## config.mk

```make
export PLATFORM = sky130hd
export DESIGN_NAME = fb_scanout_flat
export DESIGN_NICKNAME = d
export VERILOG_FILES = /design/src/rtl/fb_scanout_if.sv /design/src/rtl/fb_scanout.sv /design/src/flat_wrapper.sv
export SDC_FILE = /design/constraint.sdc
export NUM_CORES = 1
export LEC_CHECK = 0
export ABC_CLOCK_PERIOD_IN_PS = 8000
export CAP_MARGIN = 20
export CORE_MARGIN = 1.5
export CORE_UTILIZATION = 36
export DETAILED_ROUTE_END_ITERATION = 10
export PLACE_DENSITY = 0.58
export REMOVE_ABC_BUFFERS = 1
export SETUP_SLACK_MARGIN = 0.1
export SYNTH_ARGS = -nofsm -noshare
export SYNTH_HDL_FRONTEND = slang
export SYNTH_SLANG_ARGS = --single-unit
```

## constraint.sdc

```tcl
create_clock -name i_clk -period 8 [get_ports i_clk]
set_clock_uncertainty 0.05 [all_clocks]
set_input_delay 1.6 -clock i_clk [delete_from_list [all_inputs] [get_ports i_clk]]
set_output_delay 1.6 -clock i_clk [all_outputs]
set_load 0.02 [all_outputs]
```

## src/rtl/fb_scanout_if.sv

```systemverilog
// Frame-buffer read port and buffer-swap handshake between fb_scanout
// (master) and the RAM / writer side (slave).
interface fb_scanout_if #(
  parameter int P_LOG2_RAM_DEPTH = 19
) ();
  logic                      i_swap_req;
  logic                      o_swap_ack;
  logic                      o_rd_en;
  logic [P_LOG2_RAM_DEPTH:0] o_rd_addr;
  logic                      i_rd_data;

  modport master (
    input  i_swap_req,
    input  i_rd_data,
    output o_swap_ack,
    output o_rd_en,
    output o_rd_addr
  );

  modport slave (
    output i_swap_req,
    output i_rd_data,
    input  o_swap_ack,
    input  o_rd_en,
    input  o_rd_addr
  );
endinterface

```

## src/rtl/fb_scanout.sv

```systemverilog
// VGA-style scanout of a 1-bit double-buffered frame buffer: raster timing,
// one RAM read per visible pixel, and a per-frame buffer swap at vblank start.
module fb_scanout #(
  parameter int P_SCREEN_W       = 640,
  parameter int P_SCREEN_H       = 480,
  parameter int P_X_COORD_W      = 11,
  parameter int P_Y_COORD_W      = 11,
  parameter int P_LOG2_RAM_DEPTH = 19,
  parameter int P_CLK_DIV        = 4,
  parameter int P_H_TOTAL        = 800,
  parameter int P_H_SYNC_START   = 656,
  parameter int P_H_SYNC_END     = 751,
  parameter int P_V_TOTAL        = 525,
  parameter int P_V_SYNC_START   = 490,
  parameter int P_V_SYNC_END     = 491
) (
  input  logic                   i_clk,
  input  logic                   i_reset_n,
  fb_scanout_if.master           bus,
  output logic [P_X_COORD_W-1:0] o_hcounter,
  output logic [P_Y_COORD_W-1:0] o_vcounter,
  output logic                   o_hsync,
  output logic                   o_vsync,
  output logic                   o_blank,
  output logic                   o_pixel_on
);

  localparam int DIV_W = (P_CLK_DIV > 2) ? $clog2(P_CLK_DIV) : 2;
  localparam int A_W   = P_LOG2_RAM_DEPTH;

  typedef logic [P_X_COORD_W-1:0] x_t;
  typedef logic [P_Y_COORD_W-1:0] y_t;
  typedef logic [DIV_W-1:0]       div_t;

  localparam div_t DIV_LAST = div_t'(P_CLK_DIV - 1);
  localparam x_t   H_LAST   = x_t'(P_H_TOTAL - 1);
  localparam x_t   H_VIS    = x_t'(P_SCREEN_W);
  localparam x_t   HS_START = x_t'(P_H_SYNC_START);
  localparam x_t   HS_END   = x_t'(P_H_SYNC_END);
  localparam y_t   V_LAST   = y_t'(P_V_TOTAL - 1);
  localparam y_t   V_VIS    = y_t'(P_SCREEN_H);
  localparam y_t   VS_START = y_t'(P_V_SYNC_START);
  localparam y_t   VS_END   = y_t'(P_V_SYNC_END);

  div_t           div_q, div_d;
  x_t             scan_h_q, scan_h_d;
  y_t             scan_v_q, scan_v_d;
  x_t             h_q, h_d;
  y_t             v_q, v_d;
  logic           hsync_q, hsync_d;
  logic           vsync_q, vsync_d;
  logic           blank_q, blank_d;
  logic           rd_en_q, rd_en_d;
  logic [A_W:0]   rd_addr_q, rd_addr_d;
  logic           buf_sel_q, buf_sel_d;
  logic           swap_ack_q, swap_ack_d;
  logic           tick1_q, tick1_d;
  logic           tick2_q, tick2_d;
  logic           pixel_q, pixel_d;

  logic           tick;
  logic           scan_vis;
  logic           vblank_start;
  logic [A_W-1:0] pix_addr;

  // scan_h/scan_v is the position that the next tick presents on the outputs,
  // so the first tick after reset shows (0,0) and issues its read.
  always_comb begin
    tick         = (div_q == DIV_LAST);
    scan_vis     = (scan_h_q < H_VIS) && (scan_v_q < V_VIS);
    vblank_start = (scan_h_q == '0) && (scan_v_q == V_VIS);
    pix_addr     = A_W'(scan_v_q) * A_W'(P_SCREEN_W) + A_W'(scan_h_q);

    div_d      = tick ? '0 : div_q + 1'b1;
    scan_h_d   = scan_h_q;
    scan_v_d   = scan_v_q;
    h_d        = h_q;
    v_d        = v_q;
    hsync_d    = hsync_q;
    vsync_d    = vsync_q;
    blank_d    = blank_q;
    rd_en_d    = 1'b0;
    rd_addr_d  = rd_addr_q;
    buf_sel_d  = buf_sel_q;
    swap_ack_d = 1'b0;

    if (tick) begin
      h_d     = scan_h_q;
      v_d     = scan_v_q;
      hsync_d = !((scan_h_q >= HS_START) && (scan_h_q <= HS_END));
      vsync_d = !((scan_v_q >= VS_START) && (scan_v_q <= VS_END));
      blank_d = !scan_vis;
      rd_en_d = scan_vis;
      if (scan_vis) begin
        rd_addr_d = {buf_sel_q, pix_addr};
      end
      if (vblank_start && bus.i_swap_req) begin
        buf_sel_d  = !buf_sel_q;
        swap_ack_d = 1'b1;
      end
      if (scan_h_q == H_LAST) begin
        scan_h_d = '0;
        scan_v_d = (scan_v_q == V_LAST) ? '0 : scan_v_q + 1'b1;
      end else begin
        scan_h_d = scan_h_q + 1'b1;
      end
    end

    // Pixel lands two clocks after its tick; blank_q still describes that
    // pixel because the next tick is at least three clocks away.
    tick1_d = tick;
    tick2_d = tick1_q;
    pixel_d = pixel_q;
    if (tick2_q) begin
      pixel_d = !blank_q && bus.i_rd_data;
    end
  end

  always_ff @(posedge i_clk or negedge i_reset_n) begin
    if (!i_reset_n) begin
      div_q      <= '0;
      scan_h_q   <= '0;
      scan_v_q   <= '0;
      h_q        <= '0;
      v_q        <= '0;
      hsync_q    <= 1'b1;
      vsync_q    <= 1'b1;
      blank_q    <= 1'b1;
      rd_en_q    <= 1'b0;
      rd_addr_q  <= '0;
      buf_sel_q  <= 1'b0;
      swap_ack_q <= 1'b0;
      tick1_q    <= 1'b0;
      tick2_q    <= 1'b0;
      pixel_q    <= 1'b0;
    end else begin
      div_q      <= div_d;
      scan_h_q   <= scan_h_d;
      scan_v_q   <= scan_v_d;
      h_q        <= h_d;
      v_q        <= v_d;
      hsync_q    <= hsync_d;
      vsync_q    <= vsync_d;
      blank_q    <= blank_d;
      rd_en_q    <= rd_en_d;
      rd_addr_q  <= rd_addr_d;
      buf_sel_q  <= buf_sel_d;
      swap_ack_q <= swap_ack_d;
      tick1_q    <= tick1_d;
      tick2_q    <= tick2_d;
      pixel_q    <= pixel_d;
    end
  end

  assign o_hcounter     = h_q;
  assign o_vcounter     = v_q;
  assign o_hsync        = hsync_q;
  assign o_vsync        = vsync_q;
  assign o_blank        = blank_q;
  assign o_pixel_on     = pixel_q;
  assign bus.o_rd_en    = rd_en_q;
  assign bus.o_rd_addr  = rd_addr_q;
  assign bus.o_swap_ack = swap_ack_q;

endmodule

```

## src/flat_wrapper.sv

```systemverilog
// flat-port wrapper written by rule: the top's interface ports become plain ports
module fb_scanout_flat 
#(
  parameter int P_SCREEN_W       = 640,
  parameter int P_SCREEN_H       = 480,
  parameter int P_X_COORD_W      = 11,
  parameter int P_Y_COORD_W      = 11,
  parameter int P_LOG2_RAM_DEPTH = 19,
  parameter int P_CLK_DIV        = 4,
  parameter int P_H_TOTAL        = 800,
  parameter int P_H_SYNC_START   = 656,
  parameter int P_H_SYNC_END     = 751,
  parameter int P_V_TOTAL        = 525,
  parameter int P_V_SYNC_START   = 490,
  parameter int P_V_SYNC_END     = 491
)
  (i_clk, i_reset_n, o_hcounter, o_vcounter, o_hsync, o_vsync, o_blank, o_pixel_on, bus_i_swap_req, bus_i_rd_data, bus_o_swap_ack, bus_o_rd_en, bus_o_rd_addr);
  fb_scanout_if #(.P_LOG2_RAM_DEPTH(P_LOG2_RAM_DEPTH)) bus_i ();
  input  logic i_clk;
  input  logic i_reset_n;
  output logic [P_X_COORD_W-1:0] o_hcounter;
  output logic [P_Y_COORD_W-1:0] o_vcounter;
  output logic o_hsync;
  output logic o_vsync;
  output logic o_blank;
  output logic o_pixel_on;
  input wire logic [$bits(bus_i.i_swap_req)-1:0] bus_i_swap_req;
  input wire logic [$bits(bus_i.i_rd_data)-1:0] bus_i_rd_data;
  output wire logic [$bits(bus_i.o_swap_ack)-1:0] bus_o_swap_ack;
  output wire logic [$bits(bus_i.o_rd_en)-1:0] bus_o_rd_en;
  output wire logic [$bits(bus_i.o_rd_addr)-1:0] bus_o_rd_addr;
  assign bus_i.i_swap_req = bus_i_swap_req;
  assign bus_i.i_rd_data = bus_i_rd_data;
  assign bus_o_swap_ack = bus_i.o_swap_ack;
  assign bus_o_rd_en = bus_i.o_rd_en;
  assign bus_o_rd_addr = bus_i.o_rd_addr;
  fb_scanout #(.P_SCREEN_W(P_SCREEN_W), .P_SCREEN_H(P_SCREEN_H), .P_X_COORD_W(P_X_COORD_W), .P_Y_COORD_W(P_Y_COORD_W), .P_LOG2_RAM_DEPTH(P_LOG2_RAM_DEPTH), .P_CLK_DIV(P_CLK_DIV), .P_H_TOTAL(P_H_TOTAL), .P_H_SYNC_START(P_H_SYNC_START), .P_H_SYNC_END(P_H_SYNC_END), .P_V_TOTAL(P_V_TOTAL), .P_V_SYNC_START(P_V_SYNC_START), .P_V_SYNC_END(P_V_SYNC_END)) u_core (.i_clk(i_clk), .i_reset_n(i_reset_n), .bus(bus_i), .o_hcounter(o_hcounter), .o_vcounter(o_vcounter), .o_hsync(o_hsync), .o_vsync(o_vsync), .o_blank(o_blank), .o_pixel_on(o_pixel_on));
endmodule
```

== Word level (Yosys, flattened, before mapping) ==
Cells that the tools add are included.
Storage, ports and cells
  flip-flop bits (word level): 75
  output and inout bits: 48
  logic and storage cells: 51
Cells by class
  $add $sub $neg: 4
  $mul: 1
  $lt $le $gt $ge: 6
  eq/ne operators: 4
  multiplexer cells: 6
  reductions and logical operators: 15
Operators with widths (number)
  $add 11x1->11 const B: 2
  $eq 11x10->1 const B: 2
  $mux 11: 2
  $add 19x11->19: 1
  $mul 11x3->12 const B: 1
  $eq 11x9->1 const B: 1
  $ge 11x10->1 const B: 1
  $ge 11x9->1 const B: 1
  $le 11x10->1 const B: 1
  $le 11x9->1 const B: 1
  $logic_not 11->1: 1
  $lt 11x10->1 const B: 1
  $lt 11x9->1 const B: 1
  $logic_and 1x1->1: 6
  $reduce_and 2->1: 3
  $logic_not 1->1: 5
  $mux 1: 3
  $add 2x1->2 const B: 1
  $eq 2x2->1 const B: 1
  $mux 2: 1

== Longest topological paths before layout ==
Gate-level depths: netlist (run 1).
  depth in word-level cells: 5
  mapped depth: 9
  depth with buffers taken out: 9

== Least setup slack after synthesis (run 1) ==
Ideal clock, no wire load.
  path kind: register to register
  start point: register u_core.scan_v_q[1]
  end point: register u_core.rd_addr_q[18] (netlist: u_core.bus.o_rd_addr[18])
  setup time: 82 ps
  data arrival time: 2831 ps
  required time: 7868 ps
  slack: 5037 ps
  stages on the path, launching flop included: 10
  period minus slack after synthesis: 2963 ps
  cell sequence: dfrtp_1 > ha_1 > ha_1 > fa_1 > a211o_1 > and3_4 > nor2_1 > nand4_1 > or4_1 > a31oi_1
Between the ends
  word-level cells in the longest chain between the ends: 3
  elaborated cells between the ends (all ways): 5
  those cells by class: add/sub: 1; mul: 1; order compare: 1; reduce/logical: 2
Ends and longest elaborated chain
  start, declared: line fb_scanout.sv:47  | y_t scan_v_q, scan_v_d;
  start signal, assigned: line fb_scanout.sv:139  | scan_v_q <= scan_v_d;
  branches (longest 3 deep; another with $add 19x11->19)
  end signal, assigned: line fb_scanout.sv:146  | rd_addr_q <= rd_addr_d;
  end, declared: line fb_scanout.sv:54  | logic [A_W:0] rd_addr_q, rd_addr_d;
Several ways; the timed one is not identified.
A chain may end at the register's enable or synchronous reset.

== Final worst setup path (run 1) ==
  start point: register u_core.scan_v_q[3]
  end point: register u_core.rd_addr_q[18] (netlist: u_core.bus.o_rd_addr[18])
The elaborated chain is that of the path after synthesis.

==> results.yml, run 1 <==
timing:
  tightestPinTransition_ps: 928.4
  slew_headroom_pct: 38.10
  slew_violations: 0
  min_period_over_period_pct: 39.79
  finalSetupViolations: 0
  min_period_ps: 3183
  hold_violations: 0
  max_freq_mhz: 314.2
  tns_ps: 0
  holdWs_ps: 303.8
  rsz0062_at_grt: "no"
global_route:
  antenna_found_initial: 0
  overflow: 0
  grt_pass1_wl_um: 13900
  grt_use_total_pct: 15.31
  grt_pass1_vias: 2771
  grt_start_max_net_pins: 76
pwr:
  pwr_density_cell_mw_per_mm2: 138.9
  vdd.ir_drop.worst_mv: 0.06344
  p_leak_nw: 2.174
placed_design:
  io_buffers: 51
  routabilityCongestion: 0.8106
  placed_cells: 547
  hpwl_um: 5736
  placed_cell_area_mm2: 0.004541
synth:
  synthFlopType: "dfrtp_1"
  yosys.area_share.simple_pct: 16.10
  yosysWarnings: 0
  synth_area_per_cell_um2: 10.47
  synthAdderAreaFrac_pct: 9.329
  synth-compound-area-share_pct: 11.37
  synthArstFlopShare_pct: 100.0
  synth_area_leader_cell: "dfrtp_1"
  synth_top_area_share_pct: 46.01
  synth_area_leaders: "dfrtp_1, ha_1, mux2_2"
  synth_top_family_by_area: "simple AND/OR/NAND/NOR gates"
  seq_area_frac_synth_pct: 48.02
  yosys.cell_types.count: 59
  synthMuxAreaShare_pct: 6.038
  syn_inst: 374
  synthXorXnorAreaFrac_pct: 6.038
  netlist_area_mm2: 0.003916
  synth-seq-cells: 75
  synth_edf_count: 0
clock_tree:
  clock_path_buffers: 2
  cts.htree.levels: 3
  hold_buffers: 0
  cts_tree: "yes"
  cts_resized: 0
  cts_sinks: 75
  insertion_delay_ps: 350
  cts_setup_buffers: 0
  clk_root_buffer_cell: "clkbuf_8"
  numCtsBuffers: 9
  cts.clk_slew.worst_paths_ps: 90
die:
  pin_count: 52
  rows: 37
  die_height_um: 107.3
  dieArea_mm2: 0.01151
  fp.dieW_um: 107.3
  start_util_pct: 37.43
  core_area_mm2: 0.01046
critical_path:
  path_max_fanout: 9
  cpPeakStageDelay_ps: 540
  crit_path_frequent_cell: "ha_1"
  crit_chain: "ha_1, ha_1, fa_1, a211o_1, and3_4, nor2_1, nand4_1, or4_1, a31oi_1"
  cp_slowest_cell: "or4_1"
  required_ps: 8230
  crit_family: "simple AND/OR/NAND/NOR gates"
  critical_path_buf_inv_count: 0
  cp-start-kind: "register"
  cp.arrival_ps: 3410
  crit_type: "register to register"
  cp-end-kind: "register"
drt:
  routed_via_density: 4.989
  drt_iter0_drc: 125
  routedWlPerCell_um: 14.53
  ant_nets: 0
  num_vias: 2809
  drc: 0
  dr.pass1.iters: 4
  wl_um: 8181
layout:
  nNetsFinal: 454
  final_cells: 563
  drive_gt1_share_pct: 12.18
  antenna_cells: 0
  final_area_mm2: 0.004715
  synthToLayoutAreaGrowth_pct: 20.38
  postLayoutCoreUtil_pct: 45.06
run:
  drv_cap: 0
min_path:
  hold_class: "register to register"
status:
  status: "finished clean"
-- power by group --
| group | internal, mW | switching [mW] |
|---|---|---|
| combinational | 0.00174 | 0.00770 |
| clock | 0.113 | 0.153 |
| sequential | 0.379 | 0.000136 |
| total | 0.494 | 0.161 |
-- per-layer routing --
metal | wire length [um] | vias to the layer above | GRT usage [%] | part of all wire (%)
met1 | 4306 | 1335 | 22.55 | 53
met5 | 0 | - | 0 | 0
met4 | 131 | 0 | 6.857 | 1.6
met2 | 3489 | 43 | 21.84 | 43
met3 | 253 | 9 | 2.603 | 3.1
li1 | - | 1422 | - | -
-- cells in the mapped netlist, types with 2 or more instances --
cell and n:
dfstp_2 3, nand4_1 11, nor2b_1 7, a211oi_1 2, xor2_1 12, nand3b_1 2
nand2_1 53, xnor2_1 15, o22ai_1 2, ha_1 26, nand2b_1 2, o21ai_0 25
o2111ai_1 2, o31ai_1 2, and3_1 5, a21o_1 4, nor3_1 5, dfrtp_1 72
nor4_1 2, mux2_2 21, o21a_1 2, a41oi_1 2, a21oi_1 9, a2111oi_0 2
nand3_1 9, nor2_1 20, fa_1 2, clkbuf_1 13, inv_1 12
-- state kept, by name (all words and copies together) (netlist names), 2 cells and up --
register              flops
u_core.o_vcounter        11
u_core.o_hcounter        11
u_core.bus.o_rd_addr     20
u_core.div_q              2
u_core.scan_h_q          11
u_core.scan_v_q          11
-- worst paths after layout --
| check | from | endpoint | slack, ps | cells after the start |
|---|---|---|---|---|
| max | u_core.scan_v_q[3]$_DFFE_PN0P_ | u_core.bus.o_rd_addr[18]$_DFFE_PN0P_ | 4820 | 9 |
| min | u_core.tick1_q$_DFF_PN0_ | u_core.tick2_q$_DFF_PN0_ | 300 | 0 |
| max reg2reg | u_core.scan_v_q[3]$_DFFE_PN0P_ | u_core.bus.o_rd_addr[18]$_DFFE_PN0P_ | 4820 | 9 |
| min reg2reg | u_core.tick1_q$_DFF_PN0_ | u_core.tick2_q$_DFF_PN0_ | 300 | 0 |
| max in group asynchronous | i_reset_n | u_core.bus.o_rd_addr[14]$_DFFE_PN0P_ | 5960 | 1 |
| min in group asynchronous | i_reset_n | u_core.o_vcounter[10]$_DFFE_PN0P_ | 1320 | 1 |
-- worst reg2reg max path, cell delays in order, from the launching register on --
cell	delay, ps
dfrtp_1	490
ha_1	320
ha_1	230
fa_1	410
a211o_1	350
and3_4	200
nor2_1	170
nand4_1	180
or4_1	540
a31oi_1	170
-- cell families (layout without fill, tap and decap cells) --
logic type / count (synthesis) / count (layout)
buffers and inverters: 29 / 82
and+or+nand+nor: 127 / 127
DFF: 75 / 75
xor gates and xnor gates: 27 / 27
muxes: 21 / 21
AOI/OAI and AO/OA: 67 / 67
adders and majority gates: 28 / 28
-- cell type report --
class | instances | area, um^2
fillers | 1010 | 5748
multi-input cells | 270 | 1914
well taps | 136 | 170.2
clock inverters | 7 | 50.05
repair buffers | 54 | 530.5
flip-flops and latches | 75 | 1881
clock buffers | 9 | 123.9
inverters | 12 | 45.04
-- cells in the final DEF, fill, tap and decap left out, drive strengths merged, types with 3 or more instances in the layout --
cell	Yosys	final
dfrtp	72	72
nand2	53	53
clkdlybuf4s50	0	50
ha	26	26
o21ai	26	26
mux2	21	21
nor2	20	20
xnor2	15	15
inv	12	14
xor2	12	12
nand4	11	11
nand3	9	9
a21oi	9	9
clkbuf	13	9
nor2b	7	7
and3	6	6
nor3	5	5
a21o	4	4
buf	4	4
clkinvlp	0	3
dfstp	3	3
o22ai	3	3
o21a	3	3
-- stage by stage --
| stage | worst slack, ps | total power, mW |
|---|---|---|
| after floorplan | 5037 | 0.3874 |
| after global placement | 4877 | 0.3970 |
| after detailed placement | 4842 | 0.3971 |
| after CTS | 4789 | 0.6676 |
| after global routing | 4575 | 0.6793 |
| final | 4817 | 0.6548 |
Note: power is estimated with default switching activity, not from simulation.
==> inputs of run 2 (changes only) <==
Settings changed: ABC_CLOCK_PERIOD_IN_PS 8000 to 3200.
Clock period 8 ns to 3.2 ns, I/O delays scaled along.
==> run 2 against run 1 <==
Total power grew to 2.9 times the previous value. Core utilization up 1.3 points. Global-route usage is essentially flat. Cell count is 1.4% higher. Flip-flop and latch count is the same. Worst setup slack got worse by 4600 ps. Via count grew 1.9%. Register-to-register slack worse by 4600 ps. Critical endpoint unchanged.
==> results.yml, run 2 (same netlist as run 1, synthesis figures left out) <==
drt:
  routed_via_density: 5.012
  routedWlPerCell_um: 14.26
  drc: 0
  dr.pass1.iters: 4
  drt_iter0_drc: 118
  ant_nets: 0
  wl_um: 8142
  num_vias: 2862
clock_tree:
  clk_root_buffer_cell: "clkbuf_8"
  cts.clk_slew.worst_paths_ps: 90
  cts_tree: "yes"
  hold_buffers: 0
  cts.htree.levels: 3
  numCtsBuffers: 9
  cts_sinks: 75
  insertion_delay_ps: 340
  clock_path_buffers: 2
die:
  die_height_um: 107.3
  dieArea_mm2: 0.01151
  rows: 37
  pin_count: 52
  core_area_mm2: 0.01046
  start_util_pct: 37.43
  fp.dieW_um: 107.3
critical_path:
  crit_chain: "ha_1, ha_1, fa_2, a211o_1, and3_4, o311a_2, or4_1, a31oi_1"
  path_max_fanout: 5
  required_ps: 3430
  timing.rr.start: "u_core.scan_v_q[1]$_DFFE_PN0P_"
  crit_type: "register to register"
  rrSetupSlack_ps: 250
  cp-start-kind: "register"
  cpPeakStageDelay_ps: 410
  crit_path_frequent_cell: "ha_1"
  cp_slowest_cell: "or4_1"
  cp.arrival_ps: 3170
  cp-end-kind: "register"
  setup.worst_path.start: "u_core.scan_v_q[1]$_DFFE_PN0P_"
pwr:
  pwr_density_cell_mw_per_mm2: 387.4
  vdd.ir_drop.worst_mv: 0.2168
  p_leak_nw: 2.256
layout:
  synthToLayoutAreaGrowth_pct: 23.96
  fillers: 1002
  regArea_mm2: 0.001881
  final_common_cell: "dfrtp_1"
  multi_input_area_mm2: 0.001921
  drive_gt1_share_pct: 14.25
  final_area_mm2: 0.004855
  antenna_cells: 0
  largest_reg_flops: 20
  final_cell_mix: "dfrtp_1, nand2_1, clkdlybuf4s50_1, ha_1, o21ai_0"
  nNetsFinal: 462
  postLayoutCoreUtil_pct: 46.40
global_route:
  antenna_found_initial: 0
  overflow: 0
  grt_use_total_pct: 15.26
  grt_start_max_net_pins: 76
  grt_pass1_vias: 2775
  grt_pass1_wl_um: 13750
timing:
  holdWs_ps: 308.8
  slew_headroom_pct: 38.10
  tightestPinTransition_ps: 928.5
  max_freq_mhz: 339.4
  min_period_over_period_pct: 92.06
  hold_violations: 0
  slew_violations: 0
  finalSetupViolations: 0
  rsz0062_at_grt: "no"
  min_period_ps: 2946
  tns_ps: 0
placed_design:
  io_buffers: 51
  hpwl_um: 5757
  routabilityCongestion: 0.7922
  placed_cell_area_mm2: 0.004593
status:
  status: "finished clean"
min_path:
  hp-start: "u_core.tick1_q$_DFF_PN0_"
  hold_class: "register to register"
run:
  drv_cap: 0
[run 2: changes by cell type in the layout (fill, tap and decap cells not counted)]
cell        delta
inv_6          -1
buf_4          +8
nor2_1         -1
clkinv_4       +1
fa_1           -1
clkinv_2       -1
a2111oi_0      -1
nor2_2         +1
clkinvlp_4     -3
fa_2           +1
bufinv_16      +3
inv_8          +1
a2111oi_1      +1
[run 2: final timing paths]
check / to / cells past startpoint
max: u_core.bus.o_rd_addr[18]$_DFFE_PN0P_ / 8
max in group asynchronous: u_core.scan_v_q[1]$_DFFE_PN0P_ / 1
min in group asynchronous: u_core.o_vcounter[10]$_DFFE_PN0P_ / 1
min: u_core.tick2_q$_DFF_PN0_ / 0
min reg2reg: u_core.tick2_q$_DFF_PN0_ / 0
max reg2reg: u_core.bus.o_rd_addr[18]$_DFFE_PN0P_ / 8
[run 2: where the power goes]
part	leakage (nW)	internal [mW]	switching, mW
Clock	0.126	0.526	0.383
Combinational	1.15	0.00436	0.0192
Sequential	0.985	0.948	0.000270
Total	2.26	1.48	0.402
[run 2: timing repair]
action | 4_1_cts | 5_1_grt
setup buffers | 0 | 1
pin swaps | 1 | 0
gates resized for setup | 1 | 2
setup endpoints to repair | 1 | 2
[run 2: routing by layer]
layer,wire (um),up-vias,GRT usage (%)
li1,-,1439,-
met1,4185,1358,22.01
met2,3566,51,22.66
met3,233,14,2.542
met4,158,0,6.286
met5,0,-,0
[run 2: through the flow]
| stage | std cells | total power [mW] | setup slack (ps) |
|---|---|---|---|
| CTS | 570 | 1.912 | 143.4 |
| detailed placement | 554 | 0.9924 | 110.1 |
| global route | 571 | 1.953 | 115.1 |
| finish | 571 | 1.881 | 254.0 |
| global placement | 554 | 0.9919 | 208.2 |
| floorplan | 357 | 0.9685 | 237.2 |
[run 2: final cells by class]
| type | instances | area share [%] |
|---|---|---|
| clock buffers | 9 | 2.552 |
| clock inverters | 7 | 2.552 |
| inverters | 12 | 0.9278 |
| multi-input cells | 270 | 39.56 |
| flip-flops and latches | 75 | 38.74 |
| well taps | 136 | 3.505 |
| repair buffers | 62 | 12.16 |
[run 2: worst max-delay path, delay by kind of cell (launching register included)]
| family | cells | cell delay [ps] |
|---|---|---|
| compound gates | 3 | 910 |
| flops | 1 | 390 |
| fa+ha+maj | 3 | 900 |
| simple gates | 2 | 620 |
